--- config.mk ---
export PLATFORM = sky130hd
export DESIGN_NAME = gain_offset_rescaler
export DESIGN_NICKNAME = d
export VERILOG_FILES = /design/src/rtl/rescaler_pkg.sv /design/src/rtl/gain_offset_rescaler_sat_narrow.sv /design/src/rtl/gain_offset_rescaler.sv
export SDC_FILE = /design/constraint.sdc
export NUM_CORES = 1
export LEC_CHECK = 0
export CAP_MARGIN = 10
export CELL_PAD_IN_SITES_DETAIL_PLACEMENT = 1
export CELL_PAD_IN_SITES_GLOBAL_PLACEMENT = 1
export CORE_MARGIN = 5
export CORE_UTILIZATION = 48
export CTS_CLUSTER_DIAMETER = 60
export DETAILED_ROUTE_END_ITERATION = 10
export PLACE_DENSITY = 0.79
export SLEW_MARGIN = 25
export SYNTH_ARGS = -nofsm -noshare
export SYNTH_HDL_FRONTEND = slang
export SYNTH_SLANG_ARGS = --single-unit
--- constraint.sdc ---
create_clock -name clk_i -period 7.15 [get_ports clk_i]
set_input_delay 1.43 -clock clk_i [delete_from_list [all_inputs] [get_ports clk_i]]
set_output_delay 1.43 -clock clk_i [all_outputs]
set_load 0.05 [all_outputs]
--- src/rtl/rescaler_pkg.sv ---
// Shared width helpers and saturation bounds for the rescaler datapath and later filter blocks.
// Bounds are returned as wide vectors; callers slice them to their own width.
package rescaler_pkg;

  localparam int MAX_W = 128;

  // Largest signed value representable in w bits, in the low w bits of the result.
  function automatic logic [MAX_W-1:0] sat_max(input int w);
    return (MAX_W'(1) << (w - 1)) - MAX_W'(1);
  endfunction

  // Most negative signed value in w bits, in the low w bits of the result.
  function automatic logic [MAX_W-1:0] sat_min(input int w);
    return ~sat_max(w);
  endfunction

  // Unity gain for a gain word with frac fractional bits.
  function automatic logic [MAX_W-1:0] gain_one(input int frac);
    return MAX_W'(1) << frac;
  endfunction

  function automatic int prod_w(input int in_w, input int gain_w);
    return in_w + gain_w;
  endfunction

  // Sum width: aligned product plus one guard bit, never narrower than the offset plus one.
  function automatic int sum_w(input int in_w, input int gain_w, input int shift, input int out_w);
    int a;
    a = in_w + gain_w + shift + 1;
    return (a > out_w + 1) ? a : out_w + 1;
  endfunction

endpackage

--- src/rtl/gain_offset_rescaler_sat_narrow.sv ---
// Combinational signed saturating narrower: clips an IN_W-bit signed value into OUT_W bits
// and flags when clipping happened.
module sat_narrow
  import rescaler_pkg::*;
#(
  parameter int IN_W  = 35,
  parameter int OUT_W = 32
) (
  input  logic [IN_W-1:0]  din_i,
  output logic [OUT_W-1:0] dout_o,
  output logic             clip_o
);

  localparam logic [MAX_W-1:0] MAX_FULL = sat_max(OUT_W);
  localparam logic [MAX_W-1:0] MIN_FULL = sat_min(OUT_W);
  localparam logic [OUT_W-1:0] MAX_V    = MAX_FULL[OUT_W-1:0];
  localparam logic [OUT_W-1:0] MIN_V    = MIN_FULL[OUT_W-1:0];

  logic [IN_W-OUT_W:0] top_bits;
  logic                fits;

  // The value fits when every bit from the output sign bit upward equals the input sign.
  always_comb begin
    top_bits = din_i[IN_W-1:OUT_W-1];
    fits     = (&top_bits) | ~(|top_bits);
    clip_o   = ~fits;
    dout_o   = din_i[OUT_W-1:0];
    if (!fits) begin
      dout_o = din_i[IN_W-1] ? MIN_V : MAX_V;
    end
  end

endmodule

--- src/rtl/gain_offset_rescaler.sv ---
// Three-stage gain/offset rescaler: IN_W signed sample -> OUT_W signed fixed point with
// runtime double-buffered gain/offset, saturation flag and sticky saturation latch.
module gain_offset_rescaler
  import rescaler_pkg::*;
#(
  parameter int IN_W      = 16,
  parameter int OUT_W     = 32,
  parameter int OUT_FRAC  = 16,
  parameter int GAIN_W    = 18,
  parameter int GAIN_FRAC = 16
) (
  input  logic              clk_i,
  input  logic              rst_i,
  input  logic [IN_W-1:0]   data_i,
  input  logic              valid_i,
  input  logic [GAIN_W-1:0] gain_i,
  input  logic [OUT_W-1:0]  offset_i,
  input  logic              cfg_load_i,
  input  logic              sat_clr_i,
  output logic [OUT_W-1:0]  data_o,
  output logic              valid_o,
  output logic              sat_o,
  output logic              sat_sticky_o
);

  localparam int SHIFT  = OUT_FRAC - GAIN_FRAC;
  localparam int PROD_W = prod_w(IN_W, GAIN_W);
  localparam int SUM_W  = sum_w(IN_W, GAIN_W, SHIFT, OUT_W);
  localparam logic [MAX_W-1:0]  GAIN_ONE_FULL = gain_one(GAIN_FRAC);
  localparam logic [GAIN_W-1:0] GAIN_ONE      = GAIN_ONE_FULL[GAIN_W-1:0];

  // Valid semantics: no backpressure; a sample is taken on every edge where valid_i=1 and
  // valid_o pulses exactly three cycles later for each one, never otherwise.

  logic [GAIN_W-1:0] gain_act_q, gain_act_d;
  logic [OUT_W-1:0]  offset_act_q, offset_act_d;

  logic              s1_valid_q, s1_valid_d;
  logic [IN_W-1:0]   s1_data_q, s1_data_d;
  logic [GAIN_W-1:0] s1_gain_q, s1_gain_d;
  logic [OUT_W-1:0]  s1_offset_q, s1_offset_d;

  logic              s2_valid_q, s2_valid_d;
  logic [PROD_W-1:0] s2_prod_q, s2_prod_d;
  logic [OUT_W-1:0]  s2_offset_q, s2_offset_d;

  logic [OUT_W-1:0]  out_data_q, out_data_d;
  logic              out_valid_q, out_valid_d;
  logic              out_sat_q, out_sat_d;
  logic              sticky_q, sticky_d;

  logic [PROD_W-1:0] mult_a, mult_b;
  logic [SUM_W-1:0]  prod_ext, offset_ext, sum;
  logic [OUT_W-1:0]  narrow_data;
  logic              narrow_clip;

  sat_narrow #(
    .IN_W  (SUM_W),
    .OUT_W (OUT_W)
  ) u_sat (
    .din_i  (sum),
    .dout_o (narrow_data),
    .clip_o (narrow_clip)
  );

  always_comb begin
    gain_act_d   = gain_act_q;
    offset_act_d = offset_act_q;
    if (cfg_load_i) begin
      gain_act_d   = gain_i;
      offset_act_d = offset_i;
    end

    // A sample arriving with cfg_load_i snapshots the freshly loaded pair.
    s1_valid_d  = valid_i;
    s1_data_d   = data_i;
    s1_gain_d   = gain_act_d;
    s1_offset_d = offset_act_d;

    mult_a      = {{(PROD_W-IN_W){s1_data_q[IN_W-1]}}, s1_data_q};
    mult_b      = {{(PROD_W-GAIN_W){s1_gain_q[GAIN_W-1]}}, s1_gain_q};
    s2_valid_d  = s1_valid_q;
    s2_prod_d   = mult_a * mult_b;
    s2_offset_d = s1_offset_q;

    prod_ext    = {{(SUM_W-PROD_W){s2_prod_q[PROD_W-1]}}, s2_prod_q} << SHIFT;
    offset_ext  = {{(SUM_W-OUT_W){s2_offset_q[OUT_W-1]}}, s2_offset_q};
    sum         = prod_ext + offset_ext;

    out_data_d  = narrow_data;
    out_valid_d = s2_valid_q;
    out_sat_d   = s2_valid_q & narrow_clip;

    // Saturation seen on either side of the clear edge wins over the clear.
    sticky_d    = out_sat_d | out_sat_q | (sticky_q & ~sat_clr_i);
  end

  always_ff @(posedge clk_i) begin
    if (rst_i) begin
      gain_act_q   <= GAIN_ONE;
      offset_act_q <= '0;
      s1_valid_q   <= 1'b0;
      s1_data_q    <= '0;
      s1_gain_q    <= GAIN_ONE;
      s1_offset_q  <= '0;
      s2_valid_q   <= 1'b0;
      s2_prod_q    <= '0;
      s2_offset_q  <= '0;
      out_data_q   <= '0;
      out_valid_q  <= 1'b0;
      out_sat_q    <= 1'b0;
      sticky_q     <= 1'b0;
    end else begin
      gain_act_q   <= gain_act_d;
      offset_act_q <= offset_act_d;
      s1_valid_q   <= s1_valid_d;
      s1_data_q    <= s1_data_d;
      s1_gain_q    <= s1_gain_d;
      s1_offset_q  <= s1_offset_d;
      s2_valid_q   <= s2_valid_d;
      s2_prod_q    <= s2_prod_d;
      s2_offset_q  <= s2_offset_d;
      out_data_q   <= out_data_d;
      out_valid_q  <= out_valid_d;
      out_sat_q    <= out_sat_d;
      sticky_q     <= sticky_d;
    end
  end

  assign data_o       = out_data_q;
  assign valid_o      = out_valid_q;
  assign sat_o        = out_sat_q;
  assign sat_sticky_o = sticky_q;

endmodule

==> run metrics <==
Synth area leader=fa_1; routed len/inst=19.9 um; EDFF count, synth=0; Max Cap Violations=0; worst r2r src=s1_data_q[1]$_SDFF_PP0_; post-synthesis cell type count=64; Tmin final=6.74 ns; gr usage total=0.249; chip height=201 um; CTS Buffer Depth=2; CTS Sinks=~170; r2r setup slk=about 0.41 ns; Critical Path AT=7.05 ns; hold path startpoint=s1_valid_q$_SDFF_PP0_; Clk pwr share=0.222; Peak VDD IR=174 uV; H-tree levels=4; GR Util met2=0.458; leak pwr=9.50 nW; Slew Viols, Final=0; Syn Inst Count=between 1500 and 2000; Clock Skews=0.0158 ns; post-detail-place hpwl=39600 um; full die area=40600 um2; worst reg2reg endpoint=s2_prod_q[33]$_SDFF_PP0_; pre-CTS WS=approximately 0.44 ns; worst slew pin tran=about 0.95 ns; syn_area_per_cell=9.34 um2; Overall Power=4.56 mW; Most Crowded Layer GR=met2; DRC=0; I/O pins=106; met3 usage=0.0335; Hold Path End=out_valid_d$_SDFF_PP0_; sequential power share=0.267; Psw=2.00 mW; synth top area cells=fa_1 33%, dfxtp_1 19%, ha_1 8.5%, inv_1 7.2%, and2_1 5.0%; # hold bufs at CTS=0; initial antenna violation count=1; layout cells sized above 1=0.0391; FF+latch count, synth=169; Setup Viol. Count Final=0; Seq/Total Area, Yosys=0.192; Initial Utilization=0.484; chip width=201 um; Congestion Overflow GR=0; CP required=roughly 7.5 ns; vias per inst=5.27; crit share post-route=0.943; Power Dens Cells=231 nW/um2; vias in the first global route=15027; Detailed Routing Iterations Pass 1=5; commonest non-fill, non-tap cell in the layout=inv_1; Startpoint Class=flop; Pint=2.56 mW; core area=~36000 um2; post-CTS sizing=0; Vias=12821; Relative slew margins=0.364; Iteration-0 DRC Markers=563; P&R area growth vs syn=12.0%; setup tns final=0 ns; GR Util met1=0.305; row cnt=70; combinational share of power=0.510; CP endpoint kind=flop; Post-Route Utilization=0.542; Synth top area share=0.331; Final Hold Fails=0; Hold Path Depth=1; Reg2Reg Depth=19; Total Nets Final=approximately 2400; CTS tree=built; Clk pin slew, worst setup/hold paths=0.07 ns; Tightest Hold Check Type=flop to flop; type of the worst setup path=flop to flop; switching share of power=0.439; total routed wirelength=slightly below 50000 um; TritonCTS Buffers=17; Yosys warnings=0; status=finished, final reports clean; GPL Wtd Cong=0.905; Routed Antenna Nets=0; Post-Synthesis Cell Area=17600 um2; number of port buffers=about 110; Crit Path Max Fanout=18; Syn Nets=around 2400; Final WS setup=0.410 ns; RSZ-0062 raised after global routing=no; ys flop type=dfxtp_1; first-pass GRT wire length=80200 um; antenna cells=0; Max Clk Rate=0.148 GHz; most frequent cells in the layout=336 x inv_1, 291 x fa_1, 173 x nand2_1; root buf cell=clkbuf_16; largest net degree at the start of global routing=77; clock network latency to the later pin of the worst-skew pair=0.47 ns; Fillers=about 4200; Synth async-reset ratio=0; post-CTS setup buffer count=0
==> power by group through the flow <==
stage / logic (mW) / registers [mW] / clock network [mW]
3_5_place_dp: 2.31 / 1.24 / 0
2_1_floorplan: 1.42 / 1.44 / 0
4_1_cts: 2.35 / 1.22 / 1.03
5_1_grt: 2.59 / 1.23 / 1.07
3_3_place_gp: 2.22 / 1.23 / 0
6_report: 2.33 / 1.22 / 1.01
==> flip-flops by register name, summed over array words and instances, names as in the netlist <==
name          count
s2_offset_q      32
sat_sticky_o      1
s1_valid_q        1
valid_o           1
s2_prod_q        34
sat_o             1
out_valid_d       1
s1_offset_q      32
data_o           32
s1_gain_q        18
s1_data_q        16
==> layer usage <==
metal	vias up	part of all wire
li1	5945	-
met1	6568	0.42
met2	231	0.52
met3	77	0.031
met4	0	0.026
met5	-	0
==> cell usage after synthesis, drive strengths merged (2+ instances only) <==
| cell | number |
|---|---|
| inv | 336 |
| fa | 291 |
| nand2 | 173 |
| dfxtp | 169 |
| and2 | 141 |
| nor2 | 122 |
| ha | 120 |
| a21oi | 67 |
| nor2b | 64 |
| clkbuf | 54 |
| mux2i | 49 |
| a21o | 40 |
| o21ai | 40 |
| xnor2 | 39 |
| xor2 | 26 |
| buf | 19 |
| nand3 | 14 |
| nor3 | 14 |
| a31oi | 11 |
| o21a | 10 |
| a211oi | 8 |
| nand2b | 8 |
| o31ai | 7 |
| and3 | 6 |
| o21bai | 6 |
| a211o | 5 |
| nand4 | 5 |
| and4 | 4 |
| a31o | 3 |
| o211ai | 3 |
| o22ai | 3 |
| o31a | 3 |
| a21bo | 2 |
| a21boi | 2 |
| a22oi | 2 |
| nor3b | 2 |
| or3 | 2 |
==> cell type report <==
class	count	area, um2	area share
clock buffer	17	425	0.0216
sequential	169	3380	0.172
clock inverter	15	209	0.0106
tap	468	586	0.0297
multi-input combinational	1305	12600	0.641
inverter	336	1260	0.0641
timing repair buffer	125	1190	0.0606
==> per-stage QoR <==
| step | area [um2] | std cells | hold WS (ns) |
|---|---|---|---|
| floorplan | 17600 | 1883 | 0.414 |
| global placement | 19000 | 2403 | 0.431 |
| detailed placement | 19000 | 2403 | 0.434 |
| CTS | 19700 | 2435 | 0.452 |
| global route | 19700 | 2435 | 0.467 |
| finish | 19700 | 2435 | 0.447 |
==> kinds of logic after synthesis <==
kind of cell	synth area share
and+or+nand+nor	0.157
AOI/OAI and AO/OA	0.0836
buffers and inverters	0.0894
DFF	0.192
xor gates and xnor gates	0.0324
adders and majority gates	0.417
muxes	0.0279
==> critical path: stages (launching register included) <==
cell and delay (ns):
dfxtp_1 0.83, nand2_1 0.22, inv_1 0.16, fa_1 0.56
fa_1 0.85, inv_1 0.16, fa_1 0.51, fa_1 0.59
fa_1 0.45, fa_1 0.49, inv_1 0.04, ha_1 0.32
a21oi_1 0.23, o21a_1 0.15, o21ai_0 0.10, or3_1 0.32
o21ai_0 0.24, o21ai_0 0.16, xnor2_1 0.17, nor2_1 0.05
==> worst max path at each step <==
stage                                 start  slack (ns)                        to
floorplan           s1_data_q[1]$_SDFF_PP0_        1.20  s2_prod_q[32]$_SDFF_PP0_
global placement    s1_data_q[1]$_SDFF_PP0_        0.61  s2_prod_q[33]$_SDFF_PP0_
detailed placement  s1_data_q[1]$_SDFF_PP0_        0.44  s2_prod_q[33]$_SDFF_PP0_
CTS                 s1_data_q[1]$_SDFF_PP0_        0.40  s2_prod_q[32]$_SDFF_PP0_
global route        s1_data_q[1]$_SDFF_PP0_        0.01  s2_prod_q[33]$_SDFF_PP0_
finish              s1_data_q[1]$_SDFF_PP0_        0.41  s2_prod_q[33]$_SDFF_PP0_
(Power assumes the default switching activity.)
